$ cat src/rtl/onehot_rr_arbiter.sv
// -----------------------------------------------------------------------------
// onehot_rr_arbiter
//
// Purpose:
//   Round-robin arbiter that hands one of N = 2**s requesters exclusive use
//   of a shared downstream port. The registered one-hot `grant` vector drives
//   the `sel` input of the one-hot mux in front of that port. A grant is
//   locked for the whole transaction and released only by the downstream
//   `resp` pulse (or by the optional watchdog).
//
// Parameters:
//   s        log2 of the requester count (N = 2**s). Must match the mux.
//   TIMEOUT  maximum cycles a grant may be held without `resp`. Only used
//            when ONEHOT_ARB_TIMEOUT_EN is defined. Legal range 1..65535.
//
// Ports:
//   clk        in   1  clock, rising edge
//   rst_n      in   1  asynchronous active-low reset
//   req        in   N  level request, bit i = requester i
//   resp       in   1  one-cycle completion pulse from the downstream port
//   grant      out  N  registered one-hot grant, all-zero when idle
//   grant_idx  out  s  binary index of the current or last grantee
//   busy       out  1  high while a grant is held
//   timeout    out  1  one-cycle pulse on a forced (watchdog) release
//
// Configuration macro:
//   ONEHOT_ARB_TIMEOUT_EN  builds the hold-time watchdog. When undefined no
//                          counter exists, `timeout` is tied low and a grant
//                          is held until `resp`.
// -----------------------------------------------------------------------------
module onehot_rr_arbiter #(
  parameter int s       = 2,
  parameter int TIMEOUT = 255
) (
  input  logic                clk,
  input  logic                rst_n,
  input  logic [(2**s)-1:0]   req,
  input  logic                resp,
  output logic [(2**s)-1:0]   grant,
  output logic [s-1:0]        grant_idx,
  output logic                busy,
  output logic                timeout
);

  localparam int N = 2**s;

  // Out-of-range TIMEOUT shows up as this named scope in the elaborated tree.
  if (TIMEOUT < 1 || TIMEOUT > 65535) begin : g_timeout_out_of_range
  end

  typedef enum logic {
    IDLE = 1'b0,
    BUSY = 1'b1
  } state_t;

  state_t         state_q, state_d;
  logic [N-1:0]   grant_q, grant_d;
  logic [s-1:0]   grant_idx_q, grant_idx_d;
  logic           busy_q, busy_d;
  logic [s-1:0]   ptr_q, ptr_d;

  logic [s-1:0]   sel;
  logic [s-1:0]   cand;
  logic           expire;
  logic           release_now;

  // Rotating priority scan. Walking from the lowest priority (ptr+N-1) up to
  // the highest (ptr) and overwriting on every hit leaves the first set bit
  // at or after ptr. The s-bit add wraps modulo N because N is a power of 2.
  always_comb begin
    sel  = ptr_q;
    cand = ptr_q;
    for (int i = N - 1; i >= 0; i--) begin
      cand = ptr_q + s'(i);
      if (req[cand]) begin
        sel = cand;
      end
    end
  end

`ifdef ONEHOT_ARB_TIMEOUT_EN
  localparam int CNT_W = $clog2(TIMEOUT + 1);
  localparam logic [CNT_W-1:0] CNT_LAST = CNT_W'(TIMEOUT - 1);

  logic [CNT_W-1:0] cnt_q, cnt_d;
  logic             timeout_q, timeout_d;

  // cnt_q counts completed BUSY cycles. It sits at zero while idle, so it is
  // already clear on entry to BUSY. At cnt_q == TIMEOUT-1 the current edge
  // ends the TIMEOUT-th BUSY cycle and the grant is forced off.
  assign expire = (state_q == BUSY) && (cnt_q == CNT_LAST);

  always_comb begin
    cnt_d     = '0;
    timeout_d = 1'b0;
    if (state_q == BUSY) begin
      cnt_d = cnt_q + CNT_W'(1);
      // resp wins a tie with expiry: normal completion, no timeout pulse.
      timeout_d = expire && !resp;
    end
  end

  always_ff @(posedge clk or negedge rst_n) begin
    if (!rst_n) begin
      cnt_q     <= '0;
      timeout_q <= 1'b0;
    end else begin
      cnt_q     <= cnt_d;
      timeout_q <= timeout_d;
    end
  end

  assign timeout = timeout_q;
`else
  assign expire  = 1'b0;
  assign timeout = 1'b0;
`endif

  assign release_now = resp || expire;

  // Next-state logic. grant_d is either cleared or built as a single set bit,
  // so the registered grant can never be multi-hot.
  always_comb begin
    state_d     = state_q;
    grant_d     = grant_q;
    grant_idx_d = grant_idx_q;
    busy_d      = busy_q;
    ptr_d       = ptr_q;
    case (state_q)
      IDLE: begin
        // resp is ignored here; only a request moves the FSM.
        if (|req) begin
          grant_d      = '0;
          grant_d[sel] = 1'b1;
          grant_idx_d  = sel;
          busy_d       = 1'b1;
          state_d      = BUSY;
        end
      end
      BUSY: begin
        // Requests are ignored while locked. On release the FSM always
        // passes through IDLE, so a finishing requester gets a cycle to drop
        // req before the next arbitration.
        if (release_now) begin
          grant_d = '0;
          busy_d  = 1'b0;
          ptr_d   = grant_idx_q + s'(1);
          state_d = IDLE;
        end
      end
      default: begin
        state_d = IDLE;
        grant_d = '0;
        busy_d  = 1'b0;
      end
    endcase
  end

  always_ff @(posedge clk or negedge rst_n) begin
    if (!rst_n) begin
      state_q     <= IDLE;
      grant_q     <= '0;
      grant_idx_q <= '0;
      busy_q      <= 1'b0;
      ptr_q       <= '0;
    end else begin
      state_q     <= state_d;
      grant_q     <= grant_d;
      grant_idx_q <= grant_idx_d;
      busy_q      <= busy_d;
      ptr_q       <= ptr_d;
    end
  end

  assign grant     = grant_q;
  assign grant_idx = grant_idx_q;
  assign busy      = busy_q;

endmodule

$ cat config.mk
export PLATFORM = sky130hd
export DESIGN_NAME = onehot_rr_arbiter
export DESIGN_NICKNAME = d
export VERILOG_FILES = /design/src/rtl/onehot_rr_arbiter.sv
export SDC_FILE = /design/constraint.sdc
export NUM_CORES = 1
export LEC_CHECK = 0
export CORE_UTILIZATION = 40
export DETAILED_ROUTE_END_ITERATION = 8
export PLACE_DENSITY = 0.71
export SLEW_MARGIN = 40
export SYNTH_ARGS = -nofsm -noshare
export SYNTH_HDL_FRONTEND = slang
export SYNTH_SLANG_ARGS = --single-unit
$ cat constraint.sdc
create_clock -name clk -period 1.3 [get_ports clk]
set_input_delay 0.26 -clock clk [delete_from_list [all_inputs] [get_ports clk]]
set_output_delay 0.26 -clock clk [all_outputs]
set_load 0.02 [all_outputs]
* Word-level counts from Yosys, hierarchy flattened
Index checks and enable logic that the tools add are counted.
** Storage, ports and cells
- Bits in registers :: 10
- Bits of input ports :: 7
- Output and inout bits :: 8
- Logic and storage cells :: 46
** Operators by class
- $add $sub $neg :: 4
- Order comparisons :: 6
- Equal/unequal tests :: 2
- Muxes and demuxes :: 23
- Bitwise operators :: 1
- Reductions and logical operators :: 5
** Operators with widths (count)
- 2-bit by 3-bit less-than comparator with 1-bit output, second input constant :: 5
- 1-bit two-way mux :: 9
- 1-bit binary-select mux with 2-bit select :: 4
- 2-bit two-way mux :: 4
- 4-bit two-way mux :: 2
- 4-bit case mux with 2 select lines :: 1
- 2-bit AND reduction :: 3
- 2-bit by 1-bit adder with 2-bit output, second input constant :: 2
- 2-bit adder, second input constant :: 2
- 2-bit != test, second input constant :: 2
- 1-bit case mux with 2 select lines :: 2
- 4-bit OR reduction :: 1
- 1-bit demux with 2-bit select :: 1
- 2-bit by 1-bit >= comparator with 1-bit output, second input constant :: 1
- 1-bit logical AND :: 1
- 1-bit NOT :: 1

* Depth between registers and ports, before layout
- Depth in word-level cells :: 13
- Depth in mapped cells :: 5
- Gate-level depth less buffers :: 4

* Worst setup path before layout
Ideal clock, no wire load.
- Kind :: flip-flop to flip-flop
- Start :: reg ptr_q[1]
- End :: reg grant_q[3], in the netlist grant[3]
- Setup time :: 0.120 ns
- Arrival :: 1.217 ns
- Data required time :: 1.180 ns
- Path slack :: -0.036 ns
- Cell stages (with the launch flop) :: 5
- Path buffers :: 0
- Period minus slack after synthesis :: 1.336 ns
- Cell sequence :: dfrtp_1 nor3_1 nor4_4 or2_1 a31o_1
** On the way
- Longest elaborated chain between the ends :: 13
- Elaborated cells on any way between the ends :: 22
- Those cells by class :: add/sub (3); order compare (2); mux (16); reduce/logical (1)
** Ends and longest elaborated chain
- start: declaration :: line 60 : logic [s-1:0] ptr_q, ptr_d;
- start signal: assignment :: line 171 : ptr_q <= ptr_d;
- 2-bit adder :: line 74 : cand = ptr_q + s'(i);
- 1-bit binary-select mux with 2-bit select :: line 75 : if (req[cand]) begin
- 1-bit two-way mux (not written as such) :: line 75
- 2-bit two-way mux (3 in series) :: line 75
- 2-bit two-way mux * :: line 75
- 2-bit by 3-bit less-than comparator with 1-bit output (not written as such) / 2-bit by 1-bit >= comparator with 1-bit output (equally long branches) :: line 134 : grant_d[sel] = 1'b1;
- 1-bit logical AND (not written as such) :: line 134
- 1-bit two-way mux (not written as such) :: line 134
- 1-bit demux with 2-bit select * :: line 134
- 4-bit two-way mux * :: line 132 : if (|req) begin
- 4-bit case mux with 2 select lines * :: line 129 : case (state_q)
- end signal: assignment :: line 168 : grant_q <= grant_d;
- end: declaration :: line 57 : logic [N-1:0] grant_q, grant_d;
Every way passes the cells marked *; elsewhere a longest branch is shown, timed or not. The select of a mux whose other input is x is not followed.
A chain may end at the register's enable or synchronous reset.

* Worst setup path after layout
- Start :: reg ptr_q[0]
- End :: reg grant_idx_q[0], in the netlist grant_idx[0]
** On the way
- Longest elaborated chain between the ends :: 7
- Elaborated cells on any way between the ends :: 15
- Those cells by class :: add/sub (3); mux (12)
** Ends and longest elaborated chain
- 2-bit adder :: line 74
- 1-bit binary-select mux with 2-bit select :: line 75
- 1-bit two-way mux (not written as such) :: line 75
- 2-bit two-way mux (3 in series) :: line 75
- 2-bit two-way mux * :: line 75
- end signal: assignment :: line 169 : grant_idx_q <= grant_idx_d;
- end: declaration :: line 58 : logic [s-1:0] grant_idx_q, grant_idx_d;
Marks and branches as above.

==> results.tsv <==
metric	value	unit
synth.area.mux_share	3.94	%
fin_util	68.1	%
ys_seq_area_share	46.3	%
synth_top_family_by_area	simple AND/OR/NAND/NOR gates	
n_antenna_cell	0	
drt_iter0_drc	8	
violations	negative setup slack	
powerDensity	1750	nW/um^2
fin_cells	93	
hold_ws	0.300	ns
antenna_found_initial	0	
worst-path-buf-inv	0	
grt-ovfl-total	0	
cts_tree	built	
ys_ff_latch	10	
r2r_start	ptr_q[0]$_DFFE_PN0P_	
setup_viol_count_final	5	
yosys.area_share.simple	26.4	%
wire_per_inst	12.5	microns
status	complete, but fails checks	
grt.total_usage	19.4	%
crit_slowest_cell	dfrtp_1	
die_x	38.8	microns
synth_cell_types	31	
row_count	12	
ctsRootBufferMaster	clkbuf_4	
hold_viol	0	
critPathLaunchType	flop	
dpl.hpwl	857	microns
start_util	45.6	%
h-tree-depth	1	
grt_max_degree	11	
clk_pin_slew	0.07	ns
clock-skew-final	0.000393	ns
path_cells	and2b_2 > a21oi_1 > o211a_1 > mux2_4	
num-fill-cells	96	
maxSlewViolCount	0	
cp-end-kind	flop	
power_frac_comb	47.0	%
drive_gt1_share	36.7	%
grt_pass1_vias	441	
crit_type	reg -> reg	
syn_avg_cell_area	10.6	sq um
port_buffers	13	
core-area	1190	sq um
synth_xor_area_share	1.62	%
max_stage_delay	0.40	ns
power_frac_clock	20.4	%
fp.dieArea	1500	sq um
synth_fp_nets	58	
vias_per_cell	5.06	
critPathLaunch	ptr_q[0]$_DFFE_PN0P_	
synth-edff-count	0	
post-route-period-util	106	%
fin_crit	1.38	ns
fmax	726	MHz
dpl.cell_count	89	
p_seq_share	32.6	%
yosys_warnings	0	
drv_cap	0	
syn2layout_area_growth	49.5	%
hold_path_class	in -> async	
cts.sinks	10	
crit_arrival	1.54	ns
vias	471	
peakVddDrop	0.000905	V
p_sw	0.000504	W
clock_path_buffers	2	
timing.final.ws_setup	-0.0773	ns
synthAdderAreaFrac	0	%
mappedNetlistArea	541	sq um
grt_pass1_wl	1880	microns
path_max_fanout	5	
cts_buffers	3	
final_nets	87	
ioPinCount	15	
ys_async_sr_fraction	100	%
dp_slack	-0.500	ns
cpLargestDelayFamily	flip-flops	
synthFlopType	dfrtp_1	
wirelength	1160	microns
clock_latency	0.27	ns
postSynthCellCount	51	
ant_nets	0	
p_leak	0.406	nW
drcViolationCount	0	
dr.pass1.iters	3	
cp.required	1.46	ns
final.setup.tns	-0.206	ns
synth_compound_area_share	16.9	%
swShare	35.6	%
p_int	0.000913	W
die_h	38.8	microns
gp_congestion	0.741	
rsz0062_at_grt	true	
cts_hold_buf	0	
[final timing paths]
kind	endpoint	slack, ns	cells after the start
max	grant_idx[0]$_DFFE_PN0P_	-0.08	4
min	state_q$_DFF_PN0_	0.30	1
max reg2reg	grant_idx[0]$_DFFE_PN0P_	-0.08	4
min reg2reg	busy$_DFFE_PN0P_	0.48	2
max in group asynchronous	grant_idx[0]$_DFFE_PN0P_	0.69	1
min in group clk	busy$_DFFE_PN0P_	0.48	2
[logic make-up (layout without fill, tap and decap cells)]
family | count (synthesis) | count (layout)
buf+inv | 3 | 31
mux | 2 | 2
simple gates | 22 | 22
xor+xnor | 1 | 1
other cells | 1 | 1
flops | 10 | 10
compound gates | 12 | 12
[per-stage QoR]
stage | total power [W] | area, sq um
final | 0.00142 | 808
after global routing | 0.00150 | 808
after CTS | 0.00142 | 802
after detailed placement | 0.00116 | 772
after global placement | 0.00115 | 772
after floorplan | 0.000809 | 546
[layout make-up]
cell class,count,area [sq um],share of cell area (%)
Sequential cell,10,250,31.0
Tap cell,14,17.5,2.17
Clock buffer,4,36.3,4.49
Inverter,1,3.75,0.464
Timing Repair Buffer,26,214,26.5
Multi-Input combinational cell,38,287,35.4
[repair_timing]
item / 4_1_cts / 5_1_grt
pin swaps: 8 / 2
endpoints found under the setup margin: 14 / 6
resized for setup: 14 / 2
setup buffers: 0 / 0
[routing by layer]
| layer | global-route usage, % | vias to the layer above | part of all wire [%] |
|---|---|---|---|
| met3 | 5.20 | 3 | 5.2 |
| met2 | 30.4 | 13 | 47 |
| li1 | - | 237 | - |
| met5 | 0 | - | 0 |
| met1 | 24.0 | 218 | 46 |
| met4 | 10.3 | 0 | 1.5 |
[cell usage in the layout, fill, tap and decap left out, types with 2 or more instances in the layout]
| cell | n |
|---|---|
| nand2_1 | 6 |
| clkbuf_4 | 3 |
| or2_1 | 2 |
| clkdlybuf4s50_1 | 2 |
| nor2_1 | 2 |
| nor3_2 | 2 |
| and2b_2 | 2 |
| nand3_1 | 2 |
| o21ai_0 | 3 |
| dlygate4sd2_1 | 11 |
| buf_4 | 13 |
| dfrtp_1 | 10 |
[state kept, by name, indices dropped and copies added (netlist names)]
| name | cells |
|---|---|
| state_q | 1 |
| grant_idx | 2 |
| busy | 1 |
| ptr_q | 2 |
| grant | 4 |
[Yosys cell counts (all sizes together), types with 2 or more instances]
master	count	area [sq um]
and2b	2	16.3
buf	2	18.8
dfrtp	10	250
nand2	6	22.5
nand3	2	10.0
nor2	3	11.3
nor3	2	15.0
nor4	2	33.8
o21ai	4	20.0
o31ai	2	20.0
or2	2	12.5
[power groups by stage]
stage	registers [W]	clock network, W	logic (W)
6_report	0.000462	0.000289	0.000666
5_1_grt	0.000474	0.000308	0.000723
4_1_cts	0.000462	0.000295	0.000661
3_5_place_dp	0.000470	0	0.000688
3_3_place_gp	0.000470	0	0.000680
2_1_floorplan	0.000567	0	0.000242
Power figures use the tool's default switching activity.
